## config.mk

```make
export PLATFORM = sky130hd
export DESIGN_NAME = sweep_expect_pipe
export DESIGN_NICKNAME = d
export VERILOG_FILES = /design/src/rtl/cla_sweep_checker_pkg.sv /design/src/rtl/sweep_expect_pipe.sv
export SDC_FILE = /design/constraint.sdc
export NUM_CORES = 1
export LEC_CHECK = 0
export ABC_AREA = 1
export ABC_CLOCK_PERIOD_IN_PS = 2400
export CAP_MARGIN = 0
export CORE_AREA = 2 2 39 41
export DETAILED_ROUTE_END_ITERATION = 8
export DIE_AREA = 0 0 41 43
export GPL_TIMING_DRIVEN = 0
export PLACE_DENSITY_LB_ADDON = 0.1
export REMOVE_ABC_BUFFERS = 1
export SLEW_MARGIN = 30
export SYNTH_ARGS = -nofsm -noshare
export SYNTH_HDL_FRONTEND = slang
export SYNTH_SLANG_ARGS = --single-unit
```

## constraint.sdc

```tcl
create_clock -name vclk -period 2.4
set_input_delay 0.36 -clock vclk [all_inputs]
set_output_delay 0.36 -clock vclk [all_outputs]
set_load 0.01 [all_outputs]
```

## src/rtl/cla_sweep_checker_pkg.sv

```systemverilog
// cla_sweep_checker_pkg: shared adder constants (default width, latency, counter width) and sweep FSM states
package cla_sweep_checker_pkg;
  localparam int CLA_NBIT = 7;
  localparam int CLA_LAT = 0;
  localparam int CLA_ECW = 16;
  typedef enum logic [1:0] {IDLE, RUN, DRAIN, DONE} state_e;
endpackage

```

## src/rtl/sweep_expect_pipe.sv

```systemverilog
// sweep_expect_pipe: reference a+b+c_in sum (exp_o) and its valid flag (vld_o), delayed LAT cycles, bypassed when LAT=0
module sweep_expect_pipe
  import cla_sweep_checker_pkg::*;
#(
  parameter int NBIT = CLA_NBIT,
  parameter int LAT = CLA_LAT
) (
  input  logic            clk,
  input  logic            rst,
  input  logic            clr_i,
  input  logic            vld_i,
  input  logic [NBIT-1:0] a_i,
  input  logic [NBIT-1:0] b_i,
  input  logic            c_in_i,
  output logic [NBIT:0]   exp_o,
  output logic            vld_o
);
  localparam int D = LAT > 0 ? LAT : 1;
  logic [NBIT:0] sum;
  logic [NBIT:0] exp_q [D];
  logic [D-1:0]  vld_q;
  assign sum = {1'b0, a_i} + {1'b0, b_i} + {{NBIT{1'b0}}, c_in_i};
  assign exp_o = LAT == 0 ? sum : exp_q[D-1];
  assign vld_o = LAT == 0 ? vld_i : vld_q[D-1];
  always_ff @(posedge clk) begin
    exp_q[0] <= sum;
    for (int i = 1; i < D; i++) exp_q[i] <= exp_q[i-1];
  end
  always_ff @(posedge clk)
    vld_q <= rst || clr_i ? '0 : D'({vld_q, vld_i});
endmodule

```

## Word-level counts from Yosys, hierarchy flattened

Index checks and enable logic that the tools add are counted.

- Add/sub/neg operators: 2

Operators with widths:

| cell | number |
|---|---|
| $add A7 B7 Y8 | 1 |
| $add A8 B1 Y8 | 1 |

- Register bits: 0
- Input bits: 19
- Output and inout bits: 9

## Longest topological paths before layout

- Word-level depth: 2
- Mapped depth: 8

## Least setup slack after synthesis

OpenSTA, ideal clock, no wires.

- Kind: input-to-output
- From: input a_i[0]
- To: output exp_o[4]
- Arrival: 1.388 ns
- Slack: 0.652 ns
- Stages: 6
- Buffers on the path: 0
- Cell sequence: fa_1 -> inv_1 -> fa_1 -> nor2_1 -> nor2_1 -> xnor2_1

- Cells in the longest elaborated chain, start to end: 2

RTL lines:

| what | RTL line | RTL |
|---|---|---|
| start: declaration | sweep_expect_pipe.sv:12 | `input logic [NBIT-1:0] a_i,` |
| $add A7 B7 Y8 | sweep_expect_pipe.sv:22 | `assign sum = {1'b0, a_i} + {1'b0, b_i} + {{NBIT{1'b0}}, c_in_i};` |
| $add A8 B1 Y8 | sweep_expect_pipe.sv:22 |  |
| end: declaration | sweep_expect_pipe.sv:15 | `output logic [NBIT:0] exp_o,` |

No other way between the ends.

## Final worst setup path

- From: input c_in_i
- To: output exp_o[1]

- Cells in the longest elaborated chain, start to end: 1

RTL lines:

| what | RTL line | RTL |
|---|---|---|
| start: declaration | sweep_expect_pipe.sv:14 | `input logic c_in_i,` |
| $add A8 B1 Y8 | sweep_expect_pipe.sv:22 |  |

No other way between the ends.

==> key figures <==
Status
  • Status: finished clean

Yosys
  • Synthesized instance count: 53
  • Synthesized area per cell: between 6 and 7 um2
  • Main area contributors after synthesis: ha_1 23%, nand2_1 19%, fa_1 12%, inv_1 11%, xnor2_1 8.0%
  • Simple-gate area share of the yosys netlist: 37.4%
  • Synth Area in Adders: between 30% and 40%
  • Largest family of logic cells by synthesized area: simple AND/OR/NAND/NOR gates
  • Yosys top cell area share: between 20% and 30%
  • Post-synthesis compound-gate area fraction: ~4.6%
  • Commonest cells post-synth: 17 x nand2_1, 10 x inv_1, 6 x ha_1, 4 x nor2_1
  • Most common cell in the netlist: nand2_1
  • Post-Synth XOR/XNOR Area: 8.02%
  • Mapped Area: approximately 330 um2
  • Sequential share of the synthesized area: 0%
  • Synth cell types: 14
  • Mux contribution to synthesized area: 0%
  • Yosys top cell by area: ha_1
  • Ys Warns: 0

Power and ir drop
  • Static Leakage: 0.000302 uW
  • Peak supply drop: just over 0.00007 V
  • P per Cell Area: 256 nW/um2

Timing
  • Relative slew slack: a little over four fifths
  • Final hold slack: between 0.7 and 0.8 ns
  • Final setup fails: 0
  • Fin. max-slew vios: 0
  • Final Hold Viols: 0
  • Final Cycle Share: between 90% and 100%
  • Unrepaired setup endpoints after global routing: no
  • Min cycle time layout: approximately 2.3 ns
  • Worst-margin pin slew: 0.236 ns
  • Fmax: 436 MHz

Cells and area
  • N_diodes: 0
  • Final sequential cell count: 0
  • Layout cell share with drive strength beyond 1: between 10% and 20%
  • CLK BUF: 0
  • Register area: 0 um2
  • Utilization after layout: 40.4%
  • Final non-filler cell total: slightly above 90
  • Area delta synth->final: 70.6%
  • Total Nets Final: 104
  • Number of fill cells: ~160

Drt
  • Drc violations: 0
  • DR iter-0 viols: 0
  • Vias: ~370
  • DRT Wirelength: 726 um
  • Avg WL per Cell: 7.98 um
  • Detail Route Antenna Nets: 0
  • Vias/cell: just over 4
  • Pre-Repair DR Iteration Count: 1

Floorplanning
  • CORE AREA: around 1400 um2
  • Starting Density: approximately a quarter
  • Die height: ~43 um
  • Die Span X: 41 um
  • Core Rows: 14
  • IO Pins: 28
  • Die Area: ~1800 um2

Worst setup path
  • Critical Path Start Type: input port
  • WP data required: roughly 2.0 ns
  • Critical path class: in -> out
  • Worst path arrival time: roughly 1.9 ns
  • Max Fanout on Critical Path: 2
  • Crit. End Element: primary output

Job
  • Max-Cap Viols: 0

GRT
  • Global Route Usage Sum: about a tenth
  • Vias in the first global route: roughly 350
  • Antenna violations before repair: 0
  • First-pass GRT wire length: approximately 1.3 mm
  • Largest net degree at the start of global routing: 6
  • Grt ovf: 0

Placement
  • I/O Buffers: 23
  • Gpl congestion: ~0.68
  • DPL Wire Length: between 600 and 700 um
  • Placed Cells: 91

Worst hold path
  • HP Class: in -> out

Clocking
  • Setup Buffers After CTS: 0
  • # hold bufs at CTS: 0
## final cells by class
class | count | area [um2] | share of cell area (%)
Multi-Input combinational cell | 41 | 287 | 51.2
Timing Repair Buffer | 23 | 211 | 37.8
Inverter | 11 | 41.3 | 7.38
Tap cell | 16 | 20.0 | 3.58
## worst max-delay path: stages
cell and delay, ns:
clkdlybuf4s50_1 0.42, fa_2 0.35, inv_1 0.08, fa_2 0.42, inv_1 0.05, dlygate4sd2_1 0.25
## cells by family after synthesis
group / Yosys count
simple gates: 27
fa+ha+maj: 8
compound gates: 3
buf+inv: 12
xor+xnor: 3
## where the power goes
part	switching, uW	internal [uW]
Clock	0	0
Sequential	0	0
Combinational	67.2	75.8
Total	67.2	75.8
## per-layer routing
| metal | part of all wire (%) | global-route usage (%) |
|---|---|---|
| met4 | 0 | 0 |
| met5 | 0 | 0 |
| met1 | 41 | 14.6 |
| met2 | 49 | 16.9 |
| met3 | 10 | 0 |
## metrics by stage
step / setup TNS (ns) / setup slack (ns) / area (um2) / power (uW)
global placement: -1.52 / -0.386 / 571 / 162
detailed placement: -1.53 / -0.396 / 571 / 162
finish: 0 / 0.107 / 559 / 143
global route: 0 / 0.0142 / 559 / 164
CTS: 0 / 0.0353 / 563 / 147
floorplan: 0 / 0.652 / 320 / 80.1
## cells in the final DEF (no fill, tap or decap)
cell type,instances
xnor2_1,3
clkdlybuf4s50_1,14
or2_1,1
buf_2,1
fa_2,2
nand3_1,1
a21oi_1,3
clkbuf_2,1
nand2_2,2
clkinv_1,1
nand3_2,2
nand2_1,16
dlygate4sd2_1,7
nand4_1,1
ha_1,6
nor2_1,4
inv_1,10
## repair_timing
item | in CTS | in global routing
gates cloned | 0 | 0
endpoints found under the setup margin | 7 | 1
gates resized for setup | 15 | 2
## worst paths after layout
path,cells after the start,slack (ns),from,endpoint
worst min-delay path,0,0.72,vld_i,vld_o
worst max-delay path,6,0.11,c_in_i,exp_o[1]
Note: power is estimated with default switching activity, not from simulation.
